### src/rtl/idli_sqi_resp_pkg.sv
// Shared types and constants for the SQI memory responder.
// Command codes and phase lengths used by the responder FSM.
package idli_sqi_resp_pkg;

    typedef enum logic [2:0] {
        ST_IDLE,
        ST_CMD,
        ST_ADDR,
        ST_DUMMY,
        ST_RDATA,
        ST_WDATA,
        ST_SKIP
    } resp_st_t;

    localparam logic [7:0] SQI_CMD_READ   = 8'h03;
    localparam logic [7:0] SQI_CMD_WRITE  = 8'h02;
    localparam logic [2:0] SQI_DUMMY_NIBS = 3'd2;
    localparam logic [2:0] SQI_ADDR_NIBS  = 3'd6;

endpackage

### src/rtl/idli_sqi_resp_mem_m.sv
// Byte array behind the SQI responder.
// One synchronous write port, one combinational read port.
module idli_sqi_resp_mem_m #(
    parameter int ADDR_W = 8
) (
    input  logic              clk_i,
    input  logic              we_i,
    input  logic [ADDR_W-1:0] waddr_i,
    input  logic [7:0]        wdata_i,
    input  logic [ADDR_W-1:0] raddr_i,
    output logic [7:0]        rdata_o
);

    logic [7:0] mem_q [2**ADDR_W];

    always_ff @(posedge clk_i) begin
        if (we_i) begin
            mem_q[waddr_i] <= wdata_i;
        end
    end

    assign rdata_o = mem_q[raddr_i];

endmodule

### src/rtl/idli_sqi_resp_m.sv
// SQI memory responder: decodes quad READ/WRITE into a byte array.
// Backdoor preload port is only served while the bus is idle.
module idli_sqi_resp_m
    import idli_sqi_resp_pkg::*;
#(
    parameter int ADDR_W = 8
) (
    input  logic              i_resp_gck,
    input  logic              i_resp_rst,
    input  logic              i_resp_sqi_sck,
    input  logic              i_resp_sqi_cs,
    input  logic [3:0]        i_resp_sqi_data,
    output logic [3:0]        o_resp_sqi_data,
    output logic              o_resp_sqi_oe,
    input  logic              i_resp_bd_vld,
    input  logic [ADDR_W-1:0] i_resp_bd_addr,
    input  logic [7:0]        i_resp_bd_data,
    output logic              o_resp_bd_acp,
    output logic              o_resp_err
);

    resp_st_t          st_q, st_d;
    logic              sck_q;
    logic [2:0]        cnt_q, cnt_d;
    logic              half_q, half_d;
    logic [ADDR_W-1:0] addr_q, addr_d;
    logic [3:0]        hi_q, hi_d;
    logic              is_rd_q, is_rd_d;
    logic [3:0]        dout_q, dout_d;
    logic              oe_q, oe_d;
    logic              err_q, err_d;
    logic              armed_q, armed_d;

    logic              rise, fall, idle;
    logic [7:0]        cmd;
    logic              bus_we;
    logic              mem_we;
    logic [ADDR_W-1:0] mem_waddr;
    logic [7:0]        mem_wdata;
    logic [7:0]        rd_byte;

    assign rise = i_resp_sqi_sck & ~sck_q;
    assign fall = ~i_resp_sqi_sck & sck_q;
    assign idle = (st_q == ST_IDLE);
    assign cmd  = {hi_q, i_resp_sqi_data};

    always_comb begin
        st_d    = st_q;
        cnt_d   = cnt_q;
        half_d  = half_q;
        addr_d  = addr_q;
        hi_d    = hi_q;
        is_rd_d = is_rd_q;
        dout_d  = dout_q;
        oe_d    = oe_q;
        err_d   = err_q;
        armed_d = armed_q;
        bus_we  = 1'b0;
        if (i_resp_sqi_cs) begin
            st_d    = ST_IDLE;
            cnt_d   = 3'd0;
            half_d  = 1'b0;
            oe_d    = 1'b0;
            armed_d = 1'b1;
        end else begin
            unique case (st_q)
                // armed_q stays low after reset until cs is seen high
                ST_IDLE: begin
                    if (armed_q) begin
                        st_d  = ST_CMD;
                        cnt_d = 3'd0;
                    end
                end
                ST_CMD: begin
                    if (rise) begin
                        hi_d  = i_resp_sqi_data;
                        cnt_d = cnt_q + 3'd1;
                        if (cnt_q == 3'd1) begin
                            cnt_d = 3'd0;
                            if (cmd == SQI_CMD_READ || cmd == SQI_CMD_WRITE) begin
                                st_d    = ST_ADDR;
                                is_rd_d = (cmd == SQI_CMD_READ);
                            end else begin
                                st_d  = ST_SKIP;
                                err_d = 1'b1;
                            end
                        end
                    end
                end
                ST_ADDR: begin
                    if (rise) begin
                        addr_d = ADDR_W'({addr_q, i_resp_sqi_data});
                        cnt_d  = cnt_q + 3'd1;
                        if (cnt_q == SQI_ADDR_NIBS - 3'd1) begin
                            cnt_d  = 3'd0;
                            half_d = 1'b0;
                            st_d   = is_rd_q ? ST_DUMMY : ST_WDATA;
                        end
                    end
                end
                ST_DUMMY: begin
                    if (rise) begin
                        cnt_d = cnt_q + 3'd1;
                        if (cnt_q == SQI_DUMMY_NIBS - 3'd1) begin
                            cnt_d = 3'd0;
                            st_d  = ST_RDATA;
                            oe_d  = 1'b1;
                        end
                    end
                end
                ST_RDATA: begin
                    if (rise) begin
                        half_d = ~half_q;
                        if (half_q) begin
                            addr_d = addr_q + ADDR_W'(1);
                        end
                    end else if (fall) begin
                        dout_d = half_q ? rd_byte[3:0] : rd_byte[7:4];
                    end
                end
                ST_WDATA: begin
                    if (rise) begin
                        if (!half_q) begin
                            hi_d   = i_resp_sqi_data;
                            half_d = 1'b1;
                        end else begin
                            bus_we = 1'b1;
                            half_d = 1'b0;
                            addr_d = addr_q + ADDR_W'(1);
                        end
                    end
                end
                ST_SKIP: begin
                end
                default: st_d = ST_IDLE;
            endcase
        end
    end

    always_ff @(posedge i_resp_gck) begin
        if (i_resp_rst) begin
            st_q    <= ST_IDLE;
            sck_q   <= 1'b0;
            cnt_q   <= 3'd0;
            half_q  <= 1'b0;
            addr_q  <= '0;
            hi_q    <= 4'd0;
            is_rd_q <= 1'b0;
            dout_q  <= 4'd0;
            oe_q    <= 1'b0;
            err_q   <= 1'b0;
            armed_q <= 1'b0;
        end else begin
            st_q    <= st_d;
            sck_q   <= i_resp_sqi_sck;
            cnt_q   <= cnt_d;
            half_q  <= half_d;
            addr_q  <= addr_d;
            hi_q    <= hi_d;
            is_rd_q <= is_rd_d;
            dout_q  <= dout_d;
            oe_q    <= oe_d;
            err_q   <= err_d;
            armed_q <= armed_d;
        end
    end

    // Backdoor owns the write port while idle, the bus otherwise
    assign o_resp_bd_acp = i_resp_bd_vld & i_resp_sqi_cs & idle & ~i_resp_rst;
    assign mem_we    = ~i_resp_rst & (idle ? o_resp_bd_acp : bus_we);
    assign mem_waddr = idle ? i_resp_bd_addr : addr_q;
    assign mem_wdata = idle ? i_resp_bd_data : {hi_q, i_resp_sqi_data};

    idli_sqi_resp_mem_m #(
        .ADDR_W (ADDR_W)
    ) u_mem (
        .clk_i   (i_resp_gck),
        .we_i    (mem_we),
        .waddr_i (mem_waddr),
        .wdata_i (mem_wdata),
        .raddr_i (addr_q),
        .rdata_o (rd_byte)
    );

    assign o_resp_sqi_data = dout_q;
    assign o_resp_sqi_oe   = oe_q;
    assign o_resp_err      = err_q;

endmodule

### config.mk
export PLATFORM = sky130hd
export DESIGN_NAME = idli_sqi_resp_m
export DESIGN_NICKNAME = d
export VERILOG_FILES = /design/src/rtl/idli_sqi_resp_pkg.sv /design/src/rtl/idli_sqi_resp_mem_m.sv /design/src/rtl/idli_sqi_resp_m.sv
export SDC_FILE = /design/constraint.sdc
export NUM_CORES = 2
export LEC_CHECK = 0
export CORE_MARGIN = 3
export CORE_UTILIZATION = 58
export DETAILED_ROUTE_END_ITERATION = 12
export MAX_ROUTING_LAYER = met4
export PLACE_DENSITY = 0.74
export SKIP_LAST_GASP = 1
export SYNTH_ARGS = -nofsm -noshare
export SYNTH_HDL_FRONTEND = slang
export SYNTH_SLANG_ARGS = --single-unit
### constraint.sdc
create_clock -name i_resp_gck -period 6.4 [get_ports i_resp_gck]
set_clock_uncertainty 0.15 [all_clocks]
set_input_delay 1.28 -clock i_resp_gck [delete_from_list [all_inputs] [get_ports i_resp_gck]]
set_output_delay 1.28 -clock i_resp_gck [all_outputs]
set_load 0.02 [all_outputs]
==> metrics.md <==
| Metric | Value |
|---|---|
| Status | finished, final reports clean |
| EDFF count, synth | 2048 |
| Number of buffers and inverters on the critical path | 2 |
| CP delay by family, top | simple AND/OR/NAND/NOR gates |
| Placed insts | 5886 |
| CP Data Required Time | 6.71 ns |
| Clk buf depth | 3 |
| Max-cap violations | 0 |
| Hold Path Stages | 2 |
| Fillcell total | 9001 |
| GP Congestion | 0.926 |
| Peak supply drop | 327 uV |
| Sink Count | 2084 |
| Final worst setup slack | 1.47 ns |
| Post-route ant nets | 0 |
| Tightest Hold Check Type | reg -> reg |
| Largest net degree at the start of global routing | 154 |
| Most common cell after layout, fill and taps aside | edfxtp_1 |
| Final Max Slew Viols | 0 |
| All-Layer GR Usage | 0.308 |
| Syn Nets | 4111 |
| Final cell count without fillers | 6260 |
| Dominant cell type by area after synthesis | edfxtp_1 |
| Area Overhead vs Synth | 11.2% |
| Vias in the first global route | 42.4k |
| Die Wd | 382 um |
| Initial Utilization | 0.586 |
| Power density over the cells | 303 nW/um^2 |
| Share of post-route cells with drive strength above 1 | 0.215 |
| Cts hold-fix bufs | 0 |
| Setup CP Type | in -> reg |
| Syn Area/Cell | 20.0 sq um |
| Setup violators final | 0 |
| Final WL | 217 mm |
| Reg2reg path depth | 8 |
| Antenna violations before repair | 8 |
| Synth warnings | 0 |
| CTS H-tree lvls | 4 |
| Sequence of cells on the critical path | clkdlybuf4s50_1 -> or2_2 -> nor4_1 -> nor2_1 -> nor2b_1 -> nand2_1 -> buf_4 -> nor2_1 |
| Drt via density | 6.97 |
| Number of port buffers | 31 |
| Core area | 140000 sq um |
| TritonCTS Buffers | 201 |
| Final period utilization | 0.770 |
| Die ar. | 146000 sq um |
| Main flop type after synthesis | edfxtp_1 |
| Final Util | 0.651 |
| DR vias | 43.6k |
| Drt pass-1 iters | 6 |
| Setup crit start kind | input port |
| Root Driver | clkbuf_16 |
| Cell Rows | 137 |
| Post-DP HPWL | 131 mm |
| CTS tree | built |
| CP max FO | 9 |
| DR DRC count | 0 |
| Total Nets Final | 4239 |
| Global-route wire length before repair | 310 mm |
| Synth Register Bits | 2084 |
| Largest cells by area after synthesis | edfxtp_1, mux4_2, nor2_1 |
| Cell area after synthesis | 81800 sq um |
| Setup repair after global routing missed its margin | no |
| Async SR Flop Fraction | 0 |
| Lkg Pwr | 0.0273 uW |
| Detailed Route Iter0 Violations | 6766 |
| Post-synthesis sequential area ratio | 0.761 |
| Worst-skew pair later-pin latency | 0.85 ns |
| Post-Syn Instances | 4085 |
| Post-CTS setup buffer count | 0 |
| WL/cell | 34.6 um |
| Die Y-Extent | 382 um |
| Relative slew margins | 0.0753 |
| Worst path slowest cell | nand2_1 |
| Overflow after GRT | 0 |
| Final Hold Vio Count | 0 |
| Post-cts sizing count | 0 |
| I/O Pins | 32 |
| Synth cell types | 72 |
| Fin Setup TNS | 0 ns |
| Min cycle time layout | 4.93 ns |
| CTS clk-pin slew, worst paths | 0.06 ns |
| Setup WS pre-CTS | 0.749 ns |
| Crit path largest cell delay | 0.75 ns |
| Worst EP arrival | 5.24 ns |
| Most frequent cells in the layout | edfxtp_1, mux4_2, nor2_1 |
| Max Freq | 203 MHz |
| Post-synth top area share | 0.752 |
| Critical Path Most Common Cell | nor2_1 |
| Slew @ Worst Pin | 1.37 ns |
| Crit path depth | 8 |
| Worst Setup End Kind | register |
-- final timing paths --
path | startpoint | end | slack, ns
setup / recovery | i_resp_sqi_cs | u_mem.mem_q[64][5]$_DFFE_PP_ | 1.47
hold / removal | o_resp_err$_SDFFE_PP0P_ | o_resp_err$_SDFFE_PP0P_ | 0.32
setup reg to reg | st_q[0]$_SDFFE_PP0P_ | u_mem.mem_q[64][5]$_DFFE_PP_ | 1.48
hold reg to reg | o_resp_err$_SDFFE_PP0P_ | o_resp_err$_SDFFE_PP0P_ | 0.32
-- layer usage --
| metal | track usage | share of wire | vias up |
|---|---|---|---|
| met3 | 0.0784 | 0.13 | 519 |
| met4 | 0.120 | 0.043 | 0 |
| met1 | 0.427 | 0.37 | 22600 |
| met5 | - | 0 | - |
| li1 | - | - | 17100 |
| met2 | 0.448 | 0.46 | 3459 |
-- logic make-up (layout without fill, tap and decap cells) --
logic type               count (synthesis)  in the layout  synth area share
other                                    0              7                 0
AO/OA/AOI/OAI                          376            376            0.0317
buffers and inverters                  257            549            0.0185
flip-flops                            2084           2084             0.761
multiplexers                           620            620             0.148
adder cells (fa/ha/maj)                  1              1          0.000153
AND/OR/NAND/NOR                        747            747            0.0408
-- flip-flops by register name (all words and copies together) (netlist names), named ones only --
register and cells:
cnt_q 3, sck_q 1, o_resp_sqi_data 4, armed_q 1, half_q 1, o_resp_sqi_oe 1
hi_q 4, o_resp_err 1, u_mem.mem_q 2048, is_rd_q 1, st_q 3, addr_q 8
-- Yosys cell counts (all sizes together) (21+ instances only) --
library cell / n
nor2b: 23
a22oi: 62
a31oi: 24
a21oi: 56
buf: 138
mux2i: 128
nand2: 171
dfxtp: 36
mux4: 470
edfxtp: 2048
nor2: 344
o22ai: 60
nor3: 36
mux2: 22
o221ai: 21
nand3: 50
nand2b: 23
o21ai: 45
clkbuf: 105
-- through the flow --
stage                     power (uW)  cell area, sq um  hold WS [ns]
after detailed placement       16000             84400         0.314
after floorplan                15800             81800         0.318
after global placement         16000             84400         0.307
after CTS                      27600             91000         0.324
final                          27600             91000         0.318
after global routing           28200             91000         0.347
-- cell type report --
type	count	area, sq um	area share
clock buffers	253	5250	0.0577
clock inverters	114	1320	0.0145
repair buffers	168	1610	0.0177
flip-flops and latches	2084	62200	0.684
well taps	1876	2350	0.0258
inverters	14	52.6	0.000578
multi-input cells	1744	18200	0.200
diodes	7	17.5	0.000193
-- power breakdown --
group	internal [uW]	switching [uW]	leakage [uW]	total (uW)
sequential	15100	5.11	0.0187	15100
clock	6730	5130	0.00318	11900
combinational	74.0	502	0.00537	576
total	21900	5630	0.0273	27600
-- worst min-delay path: stages, from the launching register on --
cell,delay (ns)
dfxtp_1,0.32
a21oi_1,0.04
nor2_1,0.07
Note: power is estimated with default switching activity, not from simulation.
